===== src/rtl/adder_bist_pkg.sv =====
// Shared types and helpers for the adder built-in self-test controller.
package adder_bist_pkg;

  typedef enum logic [2:0] {IDLE, GAP, APPLY, CHECK, DONE} state_t;

  localparam int ERR_W = 16;

  function automatic logic [ERR_W-1:0] sat_inc(input logic [ERR_W-1:0] v);
    return (v == {ERR_W{1'b1}}) ? v : v + ERR_W'(1);
  endfunction

endpackage


===== src/rtl/adder_bist_seq.sv =====
// Vector index walker: j is the inner index, i the outer, pass_bit selects the second sweep.
module adder_bist_seq
  import adder_bist_pkg::*;
#(
  parameter int N     = 16,
  parameter int IDX_W = (N > 1) ? $clog2(N) : 1
) (
  input  logic             clk,
  input  logic             reset,
  input  logic             clr,
  input  logic             adv,
  output logic [IDX_W-1:0] i,
  output logic [IDX_W-1:0] j,
  output logic             pass_bit,
  output logic             last
);

  localparam logic [IDX_W-1:0] IDX_LAST = IDX_W'(N - 1);

  always_ff @(posedge clk) begin
    if (reset || clr) begin
      i        <= '0;
      j        <= '0;
      pass_bit <= 1'b0;
    end else if (adv) begin
      if (j == IDX_LAST) begin
        j <= '0;
        if (i == IDX_LAST) begin
          i        <= '0;
          pass_bit <= 1'b1;
        end else begin
          i <= i + IDX_W'(1);
        end
      end else begin
        j <= j + IDX_W'(1);
      end
    end
  end

  assign last = pass_bit && (i == IDX_LAST) && (j == IDX_LAST);

endmodule


===== src/rtl/adder_bist_ctrl.sv =====
// Two-pass windowed sweep of an external adder: drive operands, settle, compare
// {cout,sum} against a golden sum, count mismatches and keep the first failure.
module adder_bist_ctrl
  import adder_bist_pkg::*;
#(
  parameter int WIDTH      = 8,
  parameter int GAP_CYC    = 2,
  parameter int SETTLE_CYC = 8,
  parameter int N          = 16,
  parameter int A0_LO      = 0,
  parameter int B0_LO      = 16,
  parameter int A1_LO      = 80,
  parameter int B1_LO      = 160
) (
  input  logic             clk,
  input  logic             reset,
  input  logic             start,
  output logic [WIDTH-1:0] ain,
  output logic [WIDTH-1:0] bin,
  output logic             cin,
  input  logic [WIDTH-1:0] sum,
  input  logic             cout,
  output logic             busy,
  output logic             done,
  output logic             pass,
  output logic [ERR_W-1:0] err_count,
  output logic             fail_valid,
  output logic [WIDTH-1:0] fail_a,
  output logic [WIDTH-1:0] fail_b,
  output logic             fail_cin,
  output logic [WIDTH:0]   fail_got
);

  localparam int IDX_W   = (N > 1) ? $clog2(N) : 1;
  localparam int CNT_MAX = (GAP_CYC > SETTLE_CYC) ? GAP_CYC : SETTLE_CYC;
  localparam int CNT_W   = $clog2(CNT_MAX + 1);
  localparam logic [CNT_W-1:0] GAP_LAST    = CNT_W'(GAP_CYC - 1);
  localparam logic [CNT_W-1:0] SETTLE_LAST = CNT_W'(SETTLE_CYC - 1);

  state_t           state;
  logic [CNT_W-1:0] cnt;
  logic             accept;
  logic             advance;
  logic             last_vec;
  logic             pass_bit;
  logic [IDX_W-1:0] idx_i;
  logic [IDX_W-1:0] idx_j;
  logic [WIDTH-1:0] op_a;
  logic [WIDTH-1:0] op_b;
  logic [WIDTH:0]   expect_sum;
  logic [WIDTH:0]   got;
  logic             mismatch;

  assign accept  = start && ((state == IDLE) || (state == DONE));
  assign advance = (state == CHECK);

  adder_bist_seq #(
    .N     (N),
    .IDX_W (IDX_W)
  ) u_seq (
    .clk      (clk),
    .reset    (reset),
    .clr      (accept),
    .adv      (advance),
    .i        (idx_i),
    .j        (idx_j),
    .pass_bit (pass_bit),
    .last     (last_vec)
  );

  // Operand windows wrap modulo 2^WIDTH
  assign op_a = (pass_bit ? WIDTH'(A1_LO) : WIDTH'(A0_LO)) + WIDTH'(idx_i);
  assign op_b = (pass_bit ? WIDTH'(B1_LO) : WIDTH'(B0_LO)) + WIDTH'(idx_j);

  // Case inequality so unknown adder outputs are flagged rather than masked
  assign expect_sum = {1'b0, ain} + {1'b0, bin} + {{WIDTH{1'b0}}, cin};
  assign got        = {cout, sum};
  assign mismatch   = (got !== expect_sum);

  assign pass = done && (err_count == '0);

  always_ff @(posedge clk) begin
    if (reset) begin
      state      <= IDLE;
      cnt        <= '0;
      ain        <= '0;
      bin        <= '0;
      cin        <= 1'b0;
      busy       <= 1'b0;
      done       <= 1'b0;
      err_count  <= '0;
      fail_valid <= 1'b0;
      fail_a     <= '0;
      fail_b     <= '0;
      fail_cin   <= 1'b0;
      fail_got   <= '0;
    end else begin
      unique case (state)
        IDLE, DONE: begin
          if (start) begin
            state      <= GAP;
            cnt        <= '0;
            ain        <= '0;
            bin        <= '0;
            cin        <= 1'b0;
            busy       <= 1'b1;
            done       <= 1'b0;
            err_count  <= '0;
            fail_valid <= 1'b0;
            fail_a     <= '0;
            fail_b     <= '0;
            fail_cin   <= 1'b0;
            fail_got   <= '0;
          end
        end
        GAP: begin
          if (cnt == GAP_LAST) begin
            state <= APPLY;
            cnt   <= '0;
            ain   <= op_a;
            bin   <= op_b;
            cin   <= pass_bit;
          end else begin
            cnt <= cnt + CNT_W'(1);
          end
        end
        APPLY: begin
          if (cnt == SETTLE_LAST) begin
            state <= CHECK;
            cnt   <= '0;
          end else begin
            cnt <= cnt + CNT_W'(1);
          end
        end
        CHECK: begin
          if (mismatch) begin
            err_count <= sat_inc(err_count);
            if (!fail_valid) begin
              fail_valid <= 1'b1;
              fail_a     <= ain;
              fail_b     <= bin;
              fail_cin   <= cin;
              fail_got   <= got;
            end
          end
          ain <= '0;
          bin <= '0;
          cin <= 1'b0;
          if (last_vec) begin
            state <= DONE;
            busy  <= 1'b0;
            done  <= 1'b1;
          end else begin
            state <= GAP;
          end
        end
        default: state <= IDLE;
      endcase
    end
  end

endmodule


===== config.mk =====
export PLATFORM = sky130hd
export DESIGN_NAME = adder_bist_ctrl
export DESIGN_NICKNAME = d
export VERILOG_FILES = /design/src/rtl/adder_bist_pkg.sv /design/src/rtl/adder_bist_seq.sv /design/src/rtl/adder_bist_ctrl.sv
export SDC_FILE = /design/constraint.sdc
export NUM_CORES = 1
export LEC_CHECK = 0
export BUFFER_PORTS_ARGS = -buffer_cell sky130_fd_sc_hd__buf_2
export CORE_MARGIN = 2
export CORE_UTILIZATION = 40
export DETAILED_ROUTE_END_ITERATION = 12
export HOLD_SLACK_MARGIN = 0.05
export PLACE_DENSITY = 0.64
export SLEW_MARGIN = 10
export SYNTH_ARGS = -nofsm -noshare
export SYNTH_HDL_FRONTEND = slang
export SYNTH_SLANG_ARGS = --single-unit

===== constraint.sdc =====
create_clock -name clk -period 2.7 [get_ports clk]
set_input_delay 0 -clock clk [delete_from_list [all_inputs] [get_ports clk]]
set_output_delay 0 -clock clk [all_outputs]
set_load 0.05 [all_outputs]

==> results.py <==
metrics = {
    "global_route": {
        "grt_max_degree": 32,
        "grt_pass1_wl_um": 15400,
        "grt_pass1_vias": 3146,
        "grt_use_total": 0.191,
        "overflow": 0,
        "antenna_found_initial": 0,
    },
    "clock_network": {
        "cts_root_buffer": "clkbuf_8",
        "cts_tree": "yes",
        "clk_latency_ns": 0.35,
        "htree_levels": 3,
        "cts_buffer_depth": 2,
        "cts.clk_slew.worst_paths_ns": 0.07,
        "cts.sinks": 65,
        "cts_buffers": 9,
    },
    "critical_path": {
        "max_stage_delay_ns": 0.39,
        "rr_startpoint": "ain[0]$_SDFFE_PP0P_",
        "crit_path_end_kind": "flop",
        "cp_num_buf_inv": 2,
        "setup.worst_path.class": "flop to flop",
        "crit_top_cell": "fa_2",
        "cp-startpoint": "ain[0]$_SDFFE_PP0P_",
        "cp_top_family": "adder cells",
        "start_kind": "flop",
        "cp_data_arrival_time_ns": 2.98,
        "required_ns": 2.99,
        "crit_fanout": 4,
        "worstPathCellList": "fa_2 -> fa_2 -> nand3_1 -> a21boi_1 -> nor4_2 -> buf_4 -> o2111ai_4 -> buf_12 -> o31ai_4 -> a221o_1",
        "slowest_stage": "fa_2",
    },
    "detailed_routing": {
        "first_pass_iters": 4,
        "wire_per_inst_um": 14.6,
        "drt_iter0_drc": 162,
        "ant_nets": 0,
        "viasPerCell": 5.41,
        "drc": 0,
        "drt-total-wl_um": 9240,
        "via_count": 3411,
    },
    "hold_path": {
        "min_path_type": "input port to flop",
        "min-delay-start": "reset",
    },
    "timing": {
        "slew_violations": 0,
        "fin_skew_ns": 0.00802,
        "grt_setup_unrepaired": "yes",
        "fmax_mhz": 372,
        "setup_viol": 0,
        "hold_violations": 0,
        "slew_headroom": 0.640,
        "final.period_utilization": 0.996,
        "min_period_ns": 2.69,
        "worst_pin_slew_ns": 0.539,
    },
    "floorplanning": {
        "rows": 35,
        "dieArea_mm2": 0.0100,
        "coreArea_mm2": 0.00911,
        "dieWidth_um": 100,
        "pin_count": 75,
        "die_h_um": 100,
        "start_util": 0.406,
    },
    "placed_design": {
        "post-dp-hpwl_um": 6490,
        "port_buffers": 68,
        "gp_congestion": 0.829,
    },
    "finish": {
        "diodes": 0,
        "syn2layout_area_growth_pct": 23.5,
        "fin_nets": 540,
        "drive_gt1_frac": 0.233,
        "fin_util": 0.501,
    },
    "logic_synthesis": {
        "syn_area_per_cell_um2": 8.42,
        "netlist_instances": 439,
        "synth_seq_cells": 65,
        "yosysUniqueCellTypes": 63,
        "synth_edf_count": 0,
        "syn_area_mm2": 0.00370,
        "async_reset_ff_frac": 0,
        "synth_warnings": 0,
        "synth.yosys.seq_area_share": 0.352,
        "synth_flop_cell": "dfxtp_1",
    },
    "power_and_ir_drop": {
        "peakVddDrop_mv": 0.246,
        "leakage_nw": 1.95,
        "p_per_area_mw_per_mm2": 518,
        "p_total_mw": 2.36,
    },
    "run": {
        "drv_cap": 0,
    },
    "run_status": {
        "run_status": "complete, no violations",
    },
}
report_power, final:
group	switching, mW	internal (mW)
sequential	0.0150	0.967
clock	0.409	0.619
combinational	0.222	0.132
total	0.646	1.72
cell usage after synthesis (7+ instances only):
cell type  number  area share
o21ai_0         9       0.012
mux2i_1        24       0.065
nor3b_1         7       0.014
nand3_1        25       0.034
ha_1           11       0.037
nor3_1         13       0.018
a21oi_1        25       0.034
buf_4          14       0.028
nand2_1        77       0.078
nor2_1         20       0.020
and3_1          7       0.012
dfxtp_1        65        0.35
clkbuf_1       17       0.017
inv_1          14       0.014
worst paths after layout:
kind	end	slack [ns]	depth (start not counted)
setup / recovery	err_count[12]$_SDFFE_PP0P_	0.01	10
hold / removal	busy$_SDFFE_PP0P_	0.09	3
setup reg to reg	err_count[12]$_SDFFE_PP0P_	0.01	10
hold reg to reg	fail_b[2]$_SDFFE_PP0P_	0.46	2
area by class of cell:
cell class / instances / area, um^2
fill: 876 / 4540
sequential: 65 / 1310
inverter: 14 / 52.6
tap: 111 / 139
clock buffer: 10 / 128
timing repair buffer: 95 / 626
clock inverter: 6 / 116
multi-input combinational: 330 / 2190
sequential cells by signal, indices dropped and copies added (netlist names):
register and count:
err_count 16, fail_got 9, bin 6, fail_b 6
ain 4, cnt 4, fail_a 4, u_seq.i 4
u_seq.j 4, state 3, busy 1, done 1
fail_cin 1, fail_valid 1, u_seq.pass_bit 1
layout by cell type (no fill, tap or decap), drive strengths merged, types with 11 or more instances in the layout:
| master | n |
|---|---|
| nand3 | 25 |
| nor3 | 13 |
| nor2 | 20 |
| o21ai | 13 |
| inv | 14 |
| mux2i | 24 |
| buf | 85 |
| ha | 11 |
| nand2 | 79 |
| dfxtp | 65 |
| a21oi | 25 |
worst reg2reg max path, stage by stage, from the launching register on:
cell and delay [ns]:
dfxtp_4 0.35, fa_2 0.39, fa_2 0.38, nand3_1 0.12, a21boi_1 0.10, nor4_2 0.26, buf_4 0.16, o2111ai_4 0.18
buf_12 0.21, o31ai_4 0.28, a221o_1 0.21
metrics by stage:
step | setup slack, ns | cell area [um^2] | instances | hold slack (ns) | TNS [ns]
6_report | 0.0107 | 4560 | 631 | 0.0922 | 0
4_1_cts | -0.0143 | 4490 | 629 | 0.0802 | -0.0226
3_5_place_dp | -0.0181 | 4120 | 602 | 0.279 | -0.0734
5_1_grt | -0.105 | 4560 | 631 | 0.108 | -1.83
3_3_place_gp | -0.0165 | 4120 | 602 | 0.272 | -0.0405
2_1_floorplan | 0.0280 | 3730 | 444 | 0.139 | 0
per-layer routing:
| layer | track usage | routed length (um) | vias up |
|---|---|---|---|
| li1 | - | - | 1707 |
| met1 | 0.268 | 4520 | 1603 |
| met2 | 0.299 | 4210 | 90 |
| met3 | 0.0299 | 377 | 11 |
| met4 | 0.0632 | 135 | 0 |
| met5 | 0 | 0 | - |
repair_timing:
item | 4_1_cts | 5_1_grt
endpoints found under the setup margin | 25 | 35
setup buffers | 0 | 2
hold buffers | 10 | 0
cloned | 1 | 0
resized for setup | 4 | 12
hold endpoints to repair | 10 | 0
pin swaps | 0 | 4
cells by family after synthesis:
logic type,after synthesis,synth area share
AO/OA/AOI/OAI,87,0.177
XOR/XNOR,12,0.0284
adder cells (fa/ha/maj),13,0.0481
buffers and inverters,49,0.0741
flip-flops,65,0.352
multiplexers,24,0.0650
other,1,0.00101
AND/OR/NAND/NOR,188,0.254
No activity file was read; power rests on OpenSTA's default activity.
